`config.mk`:
```
export PLATFORM = sky130hd
export DESIGN_NAME = fifo_wr_arbiter
export DESIGN_NICKNAME = d
export VERILOG_FILES = /design/src/rtl/fifo_arb_pkg.sv /design/src/rtl/fifo_arb_rr_pick.sv /design/src/rtl/fifo_wr_arbiter.sv
export SDC_FILE = /design/constraint.sdc
export NUM_CORES = 1
export LEC_CHECK = 0
export CAP_MARGIN = 30
export CORE_MARGIN = 2
export CORE_UTILIZATION = 29
export DETAILED_ROUTE_END_ITERATION = 7
export GPL_TIMING_DRIVEN = 0
export PLACE_DENSITY = 0.79
export SYNTH_ARGS = -nofsm -noshare
export SYNTH_HDL_FRONTEND = slang
export SYNTH_HIERARCHICAL = 1
export SYNTH_SLANG_ARGS = --single-unit
export TNS_END_PERCENT = 5
```
`constraint.sdc`:
```
create_clock -name clk -period 2.4 [get_ports clk]
set_input_delay 0.6 -clock clk [delete_from_list [all_inputs] [get_ports clk]]
set_output_delay 0.6 -clock clk [all_outputs]
set_load 0.05 [all_outputs]
```
`src/rtl/fifo_arb_pkg.sv`:
```
// Shared types and helpers for the FIFO write-port arbiter.
//   arb_state_t : arbiter FSM states
//   CNT_W       : width of the beat and idle counters
//   owner_w()   : width of an owner/requester index for a given requester count
package fifo_arb_pkg;

  localparam int unsigned CNT_W = 8;

  typedef enum logic {
    ARB_IDLE  = 1'b0,
    ARB_BURST = 1'b1
  } arb_state_t;

  // Index width for nreq requesters; never narrower than one bit.
  function automatic int unsigned owner_w(input int unsigned nreq);
    return (nreq > 1) ? $clog2(nreq) : 1;
  endfunction

endpackage

```
`src/rtl/fifo_arb_rr_pick.sv`:
```
// Rotating priority encoder: selects the first requester at or after last+1
// (mod NREQ) whose request bit is set.
//   req   in  NREQ  request vector
//   last  in  IW    index of the previous owner
//   valid out 1     at least one request bit set
//   idx   out IW    selected requester index (0 when valid is low)
module fifo_arb_rr_pick
  import fifo_arb_pkg::*;
#(
  parameter int unsigned NREQ = 4,
  parameter int unsigned IW   = owner_w(NREQ)
) (
  input  logic [NREQ-1:0] req,
  input  logic [IW-1:0]   last,
  output logic            valid,
  output logic [IW-1:0]   idx
);

  logic [IW-1:0] cand;

  // Scan from the farthest offset down to last+1 so the nearest hit wins.
  always_comb begin
    valid = 1'b0;
    idx   = '0;
    cand  = '0;
    for (int unsigned k = NREQ; k > 0; k--) begin
      cand = IW'((32'(last) + k) % NREQ);
      if (req[cand]) begin
        valid = 1'b1;
        idx   = cand;
      end
    end
  end

endmodule

```
`src/rtl/fifo_wr_arbiter.sv`:
```
// Round-robin burst arbiter sharing the single write port of one FIFO between
// NREQ producers. Ownership is held for a burst that ends on a word flagged
// last, on reaching MAX_BURST accepted words, or after IDLE_TIMEOUT cycles in
// which the owner has no word. Accepted words go straight into the FIFO,
// gated by fifo_full.
//
// Optional feature: define FIFO_ARB_PRIO_EN to give requester 0 strict
// priority at arbitration; requesters 1..NREQ-1 then rotate among themselves.
//
// Ports:
//   clk           in   1            clock, rising edge
//   res           in   1            synchronous active-high reset
//   req           in   NREQ         requester i has a valid word
//   req_data      in   NREQ*DWIDTH  packed words, slice i per requester
//   req_last      in   NREQ         word on slice i ends its burst
//   gnt           out  NREQ         one-hot accept strobe (combinational)
//   fifo_full     in   1            FIFO full flag
//   fifo_shiftin  out  1            FIFO write strobe (combinational)
//   fifo_data_in  out  DWIDTH       FIFO write data (combinational)
//   owner         out  clog2(NREQ)  current or last owner index
//   busy          out  1            high while a burst is owned
module fifo_wr_arbiter
  import fifo_arb_pkg::*;
#(
  parameter int unsigned NREQ         = 4,
  parameter int unsigned DWIDTH       = 32,
  parameter int unsigned MAX_BURST    = 4,
  parameter int unsigned IDLE_TIMEOUT = 8
) (
  input  logic                     clk,
  input  logic                     res,
  input  logic [NREQ-1:0]          req,
  input  logic [NREQ*DWIDTH-1:0]   req_data,
  input  logic [NREQ-1:0]          req_last,
  output logic [NREQ-1:0]          gnt,
  input  logic                     fifo_full,
  output logic                     fifo_shiftin,
  output logic [DWIDTH-1:0]        fifo_data_in,
  output logic [owner_w(NREQ)-1:0] owner,
  output logic                     busy
);

  localparam int unsigned IW = owner_w(NREQ);
  localparam logic [CNT_W-1:0] MAX_B   = CNT_W'(MAX_BURST);
  localparam logic [CNT_W-1:0] IDLE_TO = CNT_W'(IDLE_TIMEOUT);
  localparam logic [IW-1:0]    LAST_RST = IW'(NREQ - 1);

  arb_state_t       state_q, state_d;
  logic [IW-1:0]    owner_q, owner_d;
  logic [IW-1:0]    last_q,  last_d;
  logic [CNT_W-1:0] beat_q,  beat_d;
  logic [CNT_W-1:0] idle_q,  idle_d;

  logic [NREQ-1:0]   rr_req;
  logic              pick_valid;
  logic [IW-1:0]     pick_idx;
  logic              arb_valid;
  logic [IW-1:0]     arb_idx;

  logic              own_req;
  logic              own_last;
  logic [DWIDTH-1:0] own_data;
  logic              accept;
  logic              release_c;

  // Arbitration candidate selection.
`ifdef FIFO_ARB_PRIO_EN
  assign rr_req = req & ~NREQ'(1);

  always_comb begin
    arb_valid = pick_valid;
    arb_idx   = pick_idx;
    if (req[0]) begin
      arb_valid = 1'b1;
      arb_idx   = '0;
    end
  end
`else
  assign rr_req    = req;
  assign arb_valid = pick_valid;
  assign arb_idx   = pick_idx;
`endif

  fifo_arb_rr_pick #(
    .NREQ (NREQ),
    .IW   (IW)
  ) u_pick (
    .req   (rr_req),
    .last  (last_q),
    .valid (pick_valid),
    .idx   (pick_idx)
  );

  // Current owner's request, last flag and word.
  assign own_req  = req[owner_q];
  assign own_last = req_last[owner_q];
  assign own_data = req_data[32'(owner_q) * DWIDTH +: DWIDTH];

  // A full FIFO stalls the grant but is not an idle cycle.
  assign accept = (state_q == ARB_BURST) && own_req && !fifo_full;

  // Next state, counters and write-port drive.
  always_comb begin
    state_d      = state_q;
    owner_d      = owner_q;
    last_d       = last_q;
    beat_d       = beat_q;
    idle_d       = idle_q;
    gnt          = '0;
    fifo_data_in = '0;
    release_c    = 1'b0;

    case (state_q)
      ARB_IDLE: begin
        if (arb_valid) begin
          owner_d = arb_idx;
          beat_d  = '0;
          idle_d  = '0;
          state_d = ARB_BURST;
        end
      end

      ARB_BURST: begin
        fifo_data_in = own_data;
        if (accept) begin
          gnt[owner_q] = 1'b1;
          idle_d       = '0;
          if (beat_q < MAX_B) begin
            beat_d = beat_q + CNT_W'(1);
          end
          // This accept ends the burst if flagged last or it is the MAX_BURST-th word.
          if (own_last || (beat_q >= MAX_B - CNT_W'(1))) begin
            release_c = 1'b1;
          end
        end else if (!own_req) begin
          if (idle_q < IDLE_TO) begin
            idle_d = idle_q + CNT_W'(1);
          end
          if (idle_q >= IDLE_TO - CNT_W'(1)) begin
            release_c = 1'b1;
          end
        end

        if (release_c) begin
          state_d = ARB_IDLE;
          last_d  = owner_q;
        end
      end

      default: begin
        state_d = ARB_IDLE;
      end
    endcase
  end

  assign fifo_shiftin = |gnt;
  assign owner        = owner_q;
  assign busy         = (state_q == ARB_BURST);

  // State and counter registers; reset makes requester 0 win first.
  always_ff @(posedge clk) begin
    if (res) begin
      state_q <= ARB_IDLE;
      owner_q <= '0;
      last_q  <= LAST_RST;
      beat_q  <= '0;
      idle_q  <= '0;
    end else begin
      state_q <= state_d;
      owner_q <= owner_d;
      last_q  <= last_d;
      beat_q  <= beat_d;
      idle_q  <= idle_d;
    end
  end

endmodule

```
==> flow_metrics.py <==
metrics = {
    "sta": {
        "tns_ps": -134,
        "finalCriticalPeriod_ps": 2440,
        "max_slew_margin_pct": 65.4,
        "slew_violations": 0,
        "rsz0062_at_grt": "true",
        "timing.fmax_ghz": 0.410,
        "setup_viol": 9,
        "final_hold_viol_count": 0,
        "finalCritPeriodShare_pct": 102,
        "worstMarginPinSlew_ps": 518,
        "postLayoutSetupSlackWorst_ps": -38.6,
        "finClkSkew_ps": 1.19,
    },
    "worst_setup_path": {
        "crit_path_end_kind": "output port",
        "cp.required_ps": 1800,
        "worstSetupPathType": "input pin to output port",
        "cp.arrival_ps": 1840,
        "crit_path_max_fanout": 1,
        "cp-start-kind": "input pin",
    },
    "synthesis": {
        "yosysWarnings": 6,
        "synth.cell_area_um2": 2070,
        "avgSynthCellArea_um2": 10.6,
        "ys_types": 37,
        "synth_cells": 195,
        "synth.yosys.seq_area_share_pct": 20.3,
        "ys_ff_latch": 21,
        "syn_nets": 336,
        "yosys_most_used_dff": "dfxtp_1",
        "ys_async_sr_fraction_pct": 0,
        "synth_enable_flop_cells": 0,
    },
    "global_route": {
        "grt_use_total_pct": 20.4,
        "grt_max_degree": 12,
        "grt_first_pass_wirelength_um": 12300,
        "first_global_vias": 2439,
        "antenna_found_initial": 0,
        "grt-ovfl-total": 0,
    },
    "place": {
        "dp_cells": 468,
        "preCtsSetupSlack_ps": -1130,
        "place_congestion": 0.837,
        "place_hpwl_um": 7320,
        "port_buffers": 177,
    },
    "detailed_routing": {
        "drc_errors": 0,
        "routedWlPerCell_um": 18.3,
        "routed_wirelength_um": 8830,
        "dr.first_iter.drc_count": 92,
        "drtAntennaViolNets": 0,
        "avgViaCountPerCell": 5.02,
        "vias": 2422,
        "dr.pass1.iters": 4,
    },
    "run": {
        "cap_violations": 0,
    },
    "power_and_ir_drop": {
        "p_total_mw": 1.58,
        "power-per-cell-area_nw_per_um2": 362,
        "ir_drop_mv": 0.369,
        "leakagePower_nw": 1.75,
    },
    "clock_network": {
        "cts_root_buffer": "clkbuf_8",
        "cts_tree": "done",
        "clock_path_buffers": 2,
        "h-tree-depth": 1,
        "cts.reportedPaths.clkPinSlew_ps": 80,
        "postCtsHoldBufs": 0,
        "clock-sinks": 21,
        "insertion_delay_ps": 260,
        "cts_inserted_buffers": 3,
    },
    "final_layout": {
        "final_nets": 527,
        "area_growth_syn_to_layout_pct": 111,
        "utilization_pct": 63.7,
        "n_fill_cell": 568,
        "drive_gt1_share_pct": 35.3,
        "layout_common_cells": "126 x clkdlybuf4s50_1, 34 x mux4_2, 33 x buf_6",
        "layout_commonest_cell": "clkdlybuf4s50_1",
        "stdcell_count": 482,
    },
    "floorplan": {
        "core_um2": 6870,
        "die_y_um": 88.5,
        "die_w_um": 88.5,
        "die-area_um2": 7840,
        "design.portCount": 179,
        "rows": 30,
        "start_util_pct": 30.2,
    },
    "run_status": {
        "status": "finished with violations",
        "violations": "negative setup slack",
    },
    "worst_hold_path": {
        "hp-class": "flip-flop to flip-flop",
    },
}
## layout make-up
cell class | count | area [um^2] | share of cell area, %
Timing Repair Buffer | 188 | 1970 | 45.0
Multi-Input combinational cell | 153 | 1660 | 38.0
Sequential cell | 21 | 429 | 9.81
Buffer | 15 | 129 | 2.95
Tap cell | 96 | 120 | 2.75
Clock buffer | 4 | 45.0 | 1.03
Inverter | 4 | 15.0 | 0.343
Antenna cell | 1 | 2.50 | 0.0572
## timing repair
action | in CTS | in global routing
gates resized for setup | 301 | 34
endpoints found under the setup margin | 37 | 35
pin swaps | 2 | 2
setup buffers | 9 | 1
gates cloned | 1 | 0
## routing by layer
metal | wire length (um) | GRT usage [%] | share of wire [%] | up-vias
li1 | - | - | - | 1116
met1 | 3430 | 25.1 | 39 | 1189
met2 | 4550 | 36.4 | 51 | 105
met3 | 611 | 3.64 | 6.9 | 12
met4 | 244 | 6.06 | 2.8 | 0
met5 | 0 | 0 | 0 | -
## sequential cells by signal (all words and copies together), names as in the netlist
name	count
beat_q	8
owner	2
busy	1
last_q	2
idle_q	8
## synthesized netlist by cell type (2+ instances only)
master    instances  share of area [%]
and2_1           39                 12
mux4_2           34                 37
dfxtp_1          21                 20
clkbuf_1         13                2.4
nor2_1           13                2.4
mux2i_1          10                4.8
nand2_1           8                1.4
nand2b_1          7                2.1
a21oi_1           4               0.97
inv_1             4               0.72
a31oi_1           3               0.91
buf_2             3               0.72
nand3b_1          3                1.1
nor3_1            3               0.72
nor3b_1           3                1.1
or4_1             3                1.1
a21oi_2           2               0.85
ha_1              2                1.2
o21ai_0           2               0.48
## power by group
| part | total (mW) | internal (mW) | switching (mW) |
|---|---|---|---|
| registers | 0.373 | 0.358 | 0.0153 |
| clock network | 0.232 | 0.118 | 0.113 |
| logic | 0.978 | 0.546 | 0.432 |
| total | 1.58 | 1.02 | 0.561 |
## worst paths after layout
kind	startpoint	endpoint	slack, ps	depth (start not counted)
worst min register to register	beat_q[6]	beat_q[6]	460	1
worst min-delay path	beat_q[6]	beat_q[6]	460	1
worst max-delay path	req_data[54]	fifo_data_in[22]	-40	4
worst max register to register	owner[0]	last_q[1]	190	6
## metrics by stage
stage               hold slack (ps)  instance area [um^2]
finish                          458                  4380
global route                    471                  4370
CTS                             463                  4270
detailed placement              438                  4020
global placement                434                  4020
floorplan                       420                  2130
## worst max-delay path: stages
cell,delay [ps]
clkdlybuf4s50_1,430
mux4_2,480
and2_4,180
buf_6,140
## kinds of logic (layout without fill, tap and decap cells)
logic type               Yosys count  count (layout)  synth area share (%)
other                              0               1                     0
adder cells (fa/ha/maj)            2               2                  1.21
multiplexers                      44              44                  41.8
AND/OR/NAND/NOR                   88              88                  25.0
buffers and inverters             21             211                  4.35
AO/OA/AOI/OAI                     19              19                  7.37
flip-flops                        21              21                  20.3
(Power assumes the default switching activity.)
